`config.mk`:
```
export PLATFORM = sky130hd
export DESIGN_NAME = program_loader
export DESIGN_NICKNAME = d
export VERILOG_FILES = /design/src/rtl/processor_pkg.sv /design/src/rtl/program_loader.sv
export SDC_FILE = /design/constraint.sdc
export NUM_CORES = 1
export LEC_CHECK = 0
export BUFFER_PORTS_ARGS = -buffer_cell sky130_fd_sc_hd__buf_2
export CAP_MARGIN = 15
export CELL_PAD_IN_SITES_DETAIL_PLACEMENT = 0
export CELL_PAD_IN_SITES_GLOBAL_PLACEMENT = 1
export CORE_MARGIN = 4
export CORE_UTILIZATION = 35
export CTS_CLUSTER_SIZE = 16
export DETAILED_ROUTE_END_ITERATION = 6
export PLACE_DENSITY = 0.78
export SYNTH_ARGS = -nofsm -noshare
export SYNTH_HDL_FRONTEND = slang
export SYNTH_SLANG_ARGS = --single-unit
```
`constraint.sdc`:
```
create_clock -name clk -period 2.9 [get_ports clk]
set_clock_uncertainty 0.2 [all_clocks]
set_input_delay 0.435 -clock clk [delete_from_list [all_inputs] [get_ports clk]]
set_output_delay 0.435 -clock clk [all_outputs]
set_load 0.01 [all_outputs]
```
`src/rtl/processor_pkg.sv`:
```
// Shared processor definitions: RAM geometry and the boot-loader FSM encoding.
package processor_pkg;

  localparam int RAM_ADDR_W        = 16;
  localparam int WORD_W            = 32;
  localparam int MAX_PROGRAM_WORDS = 256;

  typedef enum logic [1:0] {
    LDR_IDLE  = 2'd0,
    LDR_LOAD  = 2'd1,
    LDR_CHECK = 2'd2,
    LDR_DONE  = 2'd3
  } loader_state_t;

endpackage

```
`src/rtl/program_loader.sv`:
```
// Stream-to-RAM boot loader: writes a word stream to consecutive RAM addresses and holds the core in reset.
// Optional trailing checksum word is enabled with the LOADER_CHECKSUM_EN macro.
module program_loader
  import processor_pkg::*;
#(
  parameter int ADDR_W = RAM_ADDR_W,
  parameter int DATA_W = WORD_W,
  parameter int CNT_W  = $clog2(MAX_PROGRAM_WORDS) + 1
) (
  input  logic              clk,
  input  logic              reset,
  input  logic              start,
  input  logic [ADDR_W-1:0] base_addr,
  input  logic [CNT_W-1:0]  word_count,
  input  logic              in_valid,
  input  logic [DATA_W-1:0] in_data,
  output logic              in_ready,
  output logic              rw,
  output logic [ADDR_W-1:0] address,
  output logic [DATA_W-1:0] data_out,
  output logic              cpu_reset,
  output logic              busy,
  output logic              done,
  output logic              err
);

  loader_state_t     state_q, state_d;
  logic [CNT_W-1:0]  idx_q, idx_d;
  logic [CNT_W-1:0]  count_q, count_d;
  logic [ADDR_W-1:0] base_q, base_d;
  logic              in_ready_q, in_ready_d;
  logic              rw_q, rw_d;
  logic [ADDR_W-1:0] addr_q, addr_d;
  logic [DATA_W-1:0] data_q, data_d;
  logic              cpu_reset_q, cpu_reset_d;
  logic              busy_q, busy_d;
  logic              done_q, done_d;
  logic              err_q, err_d;
`ifdef LOADER_CHECKSUM_EN
  logic [DATA_W-1:0] sum_q, sum_d;
  logic              fail_q, fail_d;
`endif

  logic start_acc_s;
  logic hs_s;
  logic last_word_s;

  assign start_acc_s = start && ((state_q == LDR_IDLE) || (state_q == LDR_DONE));
  assign hs_s        = in_valid && in_ready_q;
  assign last_word_s = ((idx_q + CNT_W'(1)) == count_q);

  // FSM, index counter, write-port and checksum next-state logic
  always_comb begin
    state_d = state_q;
    idx_d   = idx_q;
    count_d = count_q;
    base_d  = base_q;
    rw_d    = 1'b0;
    addr_d  = addr_q;
    data_d  = data_q;
`ifdef LOADER_CHECKSUM_EN
    sum_d   = sum_q;
    fail_d  = fail_q;
`endif
    case (state_q)
      LDR_IDLE, LDR_DONE: begin
        if (start) begin
          count_d = word_count;
          base_d  = base_addr;
          idx_d   = {CNT_W{1'b0}};
`ifdef LOADER_CHECKSUM_EN
          sum_d   = {DATA_W{1'b0}};
          fail_d  = 1'b0;
`endif
          if (word_count == {CNT_W{1'b0}}) begin
            state_d = LDR_DONE;
          end else begin
            state_d = LDR_LOAD;
          end
        end else begin
          state_d = state_q;
        end
      end
      LDR_LOAD: begin
        if (hs_s) begin
          rw_d   = 1'b1;
          addr_d = base_q + ADDR_W'(idx_q);
          data_d = in_data;
          idx_d  = idx_q + CNT_W'(1);
`ifdef LOADER_CHECKSUM_EN
          sum_d  = sum_q + in_data;
`endif
          if (last_word_s) begin
`ifdef LOADER_CHECKSUM_EN
            state_d = LDR_CHECK;
`else
            state_d = LDR_DONE;
`endif
          end else begin
            state_d = LDR_LOAD;
          end
        end else begin
          state_d = LDR_LOAD;
        end
      end
`ifdef LOADER_CHECKSUM_EN
      LDR_CHECK: begin
        // The expected-sum word is consumed here and never reaches RAM.
        if (hs_s) begin
          fail_d  = (in_data != sum_q);
          state_d = LDR_DONE;
        end else begin
          state_d = LDR_CHECK;
        end
      end
`endif
      default: begin
        state_d = LDR_IDLE;
      end
    endcase
  end

  // Status outputs; done/err trail the state by one cycle so done follows the last write strobe
  always_comb begin
    in_ready_d = (state_d == LDR_LOAD) || (state_d == LDR_CHECK);
    busy_d     = (state_d == LDR_LOAD) || (state_d == LDR_CHECK);
    done_d     = (state_q == LDR_DONE) && !start_acc_s;
`ifdef LOADER_CHECKSUM_EN
    err_d      = done_d && fail_q;
`else
    err_d      = 1'b0;
`endif
    cpu_reset_d = !(done_d && !err_d);
  end

  // State and output registers with synchronous reset
  always_ff @(posedge clk) begin
    if (reset) begin
      state_q     <= LDR_IDLE;
      idx_q       <= {CNT_W{1'b0}};
      count_q     <= {CNT_W{1'b0}};
      base_q      <= {ADDR_W{1'b0}};
      in_ready_q  <= 1'b0;
      rw_q        <= 1'b0;
      addr_q      <= {ADDR_W{1'b0}};
      data_q      <= {DATA_W{1'b0}};
      cpu_reset_q <= 1'b1;
      busy_q      <= 1'b0;
      done_q      <= 1'b0;
      err_q       <= 1'b0;
`ifdef LOADER_CHECKSUM_EN
      sum_q       <= {DATA_W{1'b0}};
      fail_q      <= 1'b0;
`endif
    end else begin
      state_q     <= state_d;
      idx_q       <= idx_d;
      count_q     <= count_d;
      base_q      <= base_d;
      in_ready_q  <= in_ready_d;
      rw_q        <= rw_d;
      addr_q      <= addr_d;
      data_q      <= data_d;
      cpu_reset_q <= cpu_reset_d;
      busy_q      <= busy_d;
      done_q      <= done_d;
      err_q       <= err_d;
`ifdef LOADER_CHECKSUM_EN
      sum_q       <= sum_d;
      fail_q      <= fail_d;
`endif
    end
  end

  assign in_ready  = in_ready_q;
  assign rw        = rw_q;
  assign address   = addr_q;
  assign data_out  = data_q;
  assign cpu_reset = cpu_reset_q;
  assign busy      = busy_q;
  assign done      = done_q;
  assign err       = err_q;

endmodule

```
==> impl_metrics.toml, run 1 <==
[floorplanning]
initial_utilization_pct = 36.2
die-area_mm2 = 0.0131
row_count = 38
core_mm2 = 0.0109
die_h_um = 114
io_pins = 115
die-width_um = 114

[setup_path]
cp-start-kind = "flip-flop"
required_ns = 2.96
path_max_fanout = 8
crit_arrival_ns = 2.59
timing.critical_path.buf_inv = 1
setup.worst_path.class = "reg -> reg"
critPathTopFamily = "compound AO/OA/AOI/OAI gates"
cp-end-kind = "flip-flop"
crit_slowest_cell = "dfxtp_1"
path_cells = "ha_1 > inv_1 > fa_1 > nor2b_1 > o21ai_0 > a21o_1 > a311oi_1 > xnor2_1 > a211oi_1"
critPathMaxStageDelay_ns = 0.48

[finish]
diodes = 0
fin_cells = 744
fin_nets = 675
post_route_cells_drive_above_1_share_pct = 24.0
area_delta_synth_final_pct = 24.1

[clock_tree]
clk_latency_ns = 0.34
clk_pin_slew_worst_paths_ns = 0.06
cts_root_buffer = "clkbuf_16"
cts_buffers = 9
cts_tree = "done"
h-tree-depth = 3
cts.sinks = 88
holdBufCountCts = 0
clockBufferDepth = 2
post_cts_buffers = 0
postCtsResizedCells = 0

[power_and_ir_drop]
power_frac_clock_pct = 40.2
p_seq_share_pct = 49.6
p_leak_nw = 2.06
internal-power_mw = 1.93
ir_drop_mv = 0.303
pwr-share-comb_pct = 10.2
p_sw_mw = 0.662
sw_frac_of_total_pct = 25.5
power.density_mw_per_mm2 = 529

[logic_synthesis]
synth_area_per_cell_um2 = 7.96
syn_nets = 572
synthFlopType = "dfxtp_1"
synth_area_leaders = "dfxtp_1 45%, nand2_1 13%, a21oi_1 9.6%, ha_1 4.1%, xnor2_1 3.3%"
ys.warnings.count = 0
syn-instance-count = 497
synth.cell_area_mm2 = 0.00395
synth-edff-count = 0
yosysTopAreaCell = "dfxtp_1"
yosysTopAreaCellShare_pct = 44.6
ys_ff_latch = 88
async_reset_ff_share_pct = 0
ys_seq_area_share_pct = 44.6
yosysUniqueCellTypes = 49

[placed_design]
portBuffers = 113
gp_congestion = 0.855
dp_cells = 729
post-dp-hpwl_um = 7620

[detailed_routing]
dr.pass1.iters = 4
vias = 3673
vias_per_cell = 4.94
detail_route.wl_per_cell_um = 13.7
postRouteAntennaNets = 0
wl_um = 10200
remaining_drc_errors = 0
drtIter0Drc = 214

[timing]
slew_viol_final = 0
hold_slack_ns = 0.124
timing.final.crit_share_pct = 87.0
timing.final.crit_period_ns = 2.52
worst_pin_slew_ns = 0.881
max_freq_mhz = 396
setup-tns-final_ns = 0
setup_viol = 0
slew_headroom_pct = 41.3
rsz0062_at_grt = "false"
hold_viol = 0

[global_routing]
grt_pass1_wl_um = 16700
grt_pass1_vias = 3555
grt.overflow.total = 0
antenna_found_initial = 0
grt_max_degree = 46
track_usage_pct = 16.1

[worst_hold_path]
hold_class = "in -> reg"

[run_status]
status = "finished, final reports clean"

[job]
maxCapViolations = 0
==> area by class of cell <==
type | count | area, um^2
clock inverters | 6 | 37.5
multi-input cells | 369 | 2040
well taps | 140 | 175
flip-flops and latches | 88 | 1760
clock buffers | 9 | 225
repair buffers | 121 | 626
fillers | 1158 | 6030
inverters | 11 | 41.3
==> cells in the mapped netlist, types with 3 or more instances <==
cell type  count
a211oi_1       6
a21o_1        11
a21oi_1       76
a311oi_1       6
and3_1         3
buf_1          6
clkbuf_1      19
dfxtp_1       88
ha_1          13
inv_1         11
nand2_1      135
nand2b_1       3
nand3_1       10
nand4_1        4
nor2_1        22
nor2b_1        3
nor3_1        11
o21a_1         3
o21ai_0        8
or3_1          4
xnor2_1       15
xor2_1         5
==> through the flow <==
| stage | power (mW) | area [um^2] | worst slack (ns) | utilization [%] |
|---|---|---|---|---|
| 5_1_grt | 2.72 | 4900 | 0.114 | 44.9 |
| 2_1_floorplan | 1.47 | 3950 | 0.597 | - |
| 6_report | 2.59 | 4900 | 0.377 | 44.9 |
| 3_3_place_gp | 1.58 | 4640 | 0.462 | 42.4 |
| 3_5_place_dp | 1.58 | 4640 | 0.377 | 42.4 |
| 4_1_cts | 2.63 | 4900 | 0.371 | 44.9 |
==> kinds of logic (layout without fill, tap and decap cells) <==
family | Yosys count | after routing | synth area share [%]
and+or+nand+nor | 211 | 211 | 23.4
AOI/OAI and AO/OA | 123 | 123 | 18.9
DFF | 88 | 88 | 44.6
buffers and inverters | 40 | 147 | 4.05
xor gates and xnor gates | 20 | 20 | 4.43
adders and majority gates | 14 | 14 | 4.62
other | 1 | 1 | 0.0948
==> layout by cell type, fill, tap and decap left out, types with 8 or more instances in the layout <==
master     netlist  final
ha_1            13     13
o21ai_0          8      8
nand2_1        135    135
clkbuf_16        0      9
buf_2            2    113
dfxtp_1         88     88
inv_1           11     11
xnor2_1         15     15
buf_4            2      8
a21o_1          11     11
nor3_1          11     11
nor2_1          22     22
nand3_1         10      9
a21oi_1         76     76
==> registers in the layout, summed over array words and instances (netlist names) <==
name,cells
data_out,32
busy,1
cpu_reset,1
state_q,2
address,16
idx_q,9
rw,1
done,1
count_q,9
base_q,16
==> worst paths after layout <==
kind	cells past startpoint	start	slack, ns	endpoint
hold / removal	3	base_addr[12]	0.12	base_q[12]$_SDFFE_PP0P_
hold reg to reg	2	address[3]$_SDFFE_PP0P_	0.25	address[3]$_SDFFE_PP0P_
setup / recovery	9	idx_q[0]$_SDFFE_PP0P_	0.38	address[10]$_SDFFE_PP0P_
setup reg to reg	9	idx_q[0]$_SDFFE_PP0P_	0.38	address[10]$_SDFFE_PP0P_
==> worst register-to-register path, cell delays in order, from the launching register on <==
cell	delay, ns
dfxtp_1	0.48
ha_1	0.22
inv_1	0.05
fa_1	0.39
nor2b_1	0.12
o21ai_0	0.10
a21o_1	0.26
a311oi_1	0.29
xnor2_1	0.11
a211oi_1	0.22
==> power groups by stage <==
stage	Clock (mW)	Combinational [mW]	Sequential (mW)
CTS	1.07	0.269	1.29
detailed placement	0	0.268	1.31
global placement	0	0.265	1.31
global route	1.13	0.302	1.29
floorplan	0	0.160	1.31
finish	1.04	0.265	1.29
==> layer usage <==
layer | track usage [%] | wire [um] | vias to the layer above
met3 | 3.38 | 515 | 19
met5 | 0 | 0 | -
met1 | 21.0 | 4970 | 1669
met2 | 25.0 | 4490 | 85
met4 | 8.08 | 245 | 0
li1 | - | - | 1900
Power figures use the tool's default switching activity.
==> inputs of run 2 (changes only) <==
--- a/config.mk
+++ b/config.mk
@@ -13,7 +13,8 @@
 export CORE_UTILIZATION = 35
 export CTS_CLUSTER_SIZE = 16
 export DETAILED_ROUTE_END_ITERATION = 6
-export PLACE_DENSITY = 0.78
+export MAX_ROUTING_LAYER = met4
+export PLACE_DENSITY = 0.87
 export SYNTH_ARGS = -nofsm -noshare
 export SYNTH_HDL_FRONTEND = slang
 export SYNTH_SLANG_ARGS = --single-unit
==> run 2 against run 1 <==
Cell area rose by 0.77%. Sequential power barely moved. Sequential share of layout area fell by 0.27 points. First-iteration DRC count rose by 19%. Fmax fell by 0.61%. Clock-buffer cell count rose by 4. Final cell count fell by 0.13%. Critical endpoint is now address[15]$_SDFFE_PP0P_. Via count fell by 0.63%. Worst setup slack got worse by 0.015 ns. Largest power group unchanged. Combinational power barely moved.
==> impl_metrics.toml, run 2 (synthesis gave the netlist of run 1 again) <==
[run_status]
status = "finished, final reports clean"

[placed_design]
post-dp-hpwl_um = 7450
gp_congestion = 0.906
portBuffers = 113
place_area_mm2 = 0.00463

[setup_path]
path_max_fanout = 6
required_ns = 2.92
crit_slowest_cell = "a2111oi_0"
cp-end-kind = "flip-flop"
path_cells = "ha_1 > a2111oi_0 > o21ai_1 > a41oi_2 > nor4b_1 > or3_1"
cp-start-kind = "flip-flop"
critPathMaxStageDelay_ns = 0.45
setup.worst_path.class = "reg -> reg"
crit_arrival_ns = 2.56
timing.critical_path.buf_inv = 0
critPathTopFamily = "compound AO/OA/AOI/OAI gates"

[floorplanning]
die_h_um = 114
initial_utilization_pct = 36.2
io_pins = 115
row_count = 38
die-width_um = 114
die-area_mm2 = 0.0131
core_mm2 = 0.0109

[detailed_routing]
drtIter0Drc = 254
postRouteAntennaNets = 0
detail_route.wl_per_cell_um = 13.5
dr.pass1.iters = 4
vias_per_cell = 4.91
remaining_drc_errors = 0
wl_um = 10000
vias = 3650

[global_routing]
grt_pass1_vias = 3395
grt_max_degree = 34
grt_pass1_wl_um = 16200
gr-max-usage-layer = "met2"
grtUsageMet3_pct = 3.22
track_usage_pct = 15.8
grt.overflow.total = 0
grt_util_met1_pct = 21.3
groute.layer.met2.usage_pct = 23.3
antenna_found_initial = 0

[timing]
slew_viol_final = 0
timing.final.crit_share_pct = 87.5
hold_slack_ns = 0.127
setup-tns-final_ns = 0
hold_viol = 0
timing.final.crit_period_ns = 2.54
worst_pin_slew_ns = 0.890
slew_headroom_pct = 40.7
setup_viol = 0
rsz0062_at_grt = "false"
max_freq_mhz = 394

[clock_tree]
postCtsResizedCells = 0
cts.sinks = 88
clk_latency_ns = 0.34
cts_root_buffer = "clkbuf_16"
clk_pin_slew_worst_paths_ns = 0.06
holdBufCountCts = 0
cts_buffers = 9
h-tree-depth = 3
cts_tree = "done"
post_cts_buffers = 0
clockBufferDepth = 2

[finish]
fillCellCount = 1136
design_area_mm2 = 0.00494
fin_util_pct = 45.2
area_delta_synth_final_pct = 25.0
final_common_cell = "nand2_1"
diodes = 0
largest_register_ffs = 32
layout_common_cells = "135 x nand2_1, 113 x buf_2, 88 x dfxtp_1"
post_route_cells_drive_above_1_share_pct = 23.7
fin_nets = 674

[power_and_ir_drop]
p_leak_nw = 2.08
ir_drop_mv = 0.287
power.density_mw_per_mm2 = 554

[worst_hold_path]
hold_class = "in -> reg"

[job]
maxCapViolations = 0
## run 2: cell count changes in the layout (fill, tap and decap cells not counted)
cell / delta
clkinvlp_4: -2
clkbuf_8: +3
buf_4: -1
clkinv_2: -3
bufinv_16: +1
clkbuf_1: +1
## run 2: worst paths after layout
path | slack (ns) | endpoint | cells after the start | start
max reg2reg | 0.36 | address[15]$_SDFFE_PP0P_ | 6 | idx_q[6]$_SDFFE_PP0P_
min reg2reg | 0.25 | address[4]$_SDFFE_PP0P_ | 2 | address[4]$_SDFFE_PP0P_
min | 0.13 | data_out[12]$_SDFFE_PP0P_ | 3 | in_data[12]
max | 0.36 | address[15]$_SDFFE_PP0P_ | 6 | idx_q[6]$_SDFFE_PP0P_
## run 2: per-stage QoR
stage	power (mW)	setup WS, ns	instances
after detailed placement	1.58	0.418	728
after CTS	2.77	0.385	743
after global routing	2.86	0.112	743
after floorplan	1.47	0.597	497
final	2.74	0.362	743
after global placement	1.57	0.478	728
## run 2: area by class of cell
type	count	area [um^2]	area share, %
clock buffers	13	270	5.47
clock inverters	2	37.5	0.759
inverters	11	41.3	0.835
multi-input cells	369	2040	41.2
flip-flops and latches	88	1760	35.6
well taps	140	175	3.54
repair buffers	120	618	12.5
## run 2: tightest hold or removal path: stages
cell,delay [ns]
buf_2,0.09
nand2_1,0.04
a21oi_1,0.05
## run 2: per-layer routing
metal,wire length (um),vias to the layer above
met2,4440,87
met4,160,0
li1,-,1898
met1,4860,1656
met3,564,9
met5,0,-
## run 2: where the power goes
group	switching (mW)	internal (mW)
clock	0.454	0.733
sequential	0.0333	1.25
combinational	0.156	0.109
total	0.643	2.09
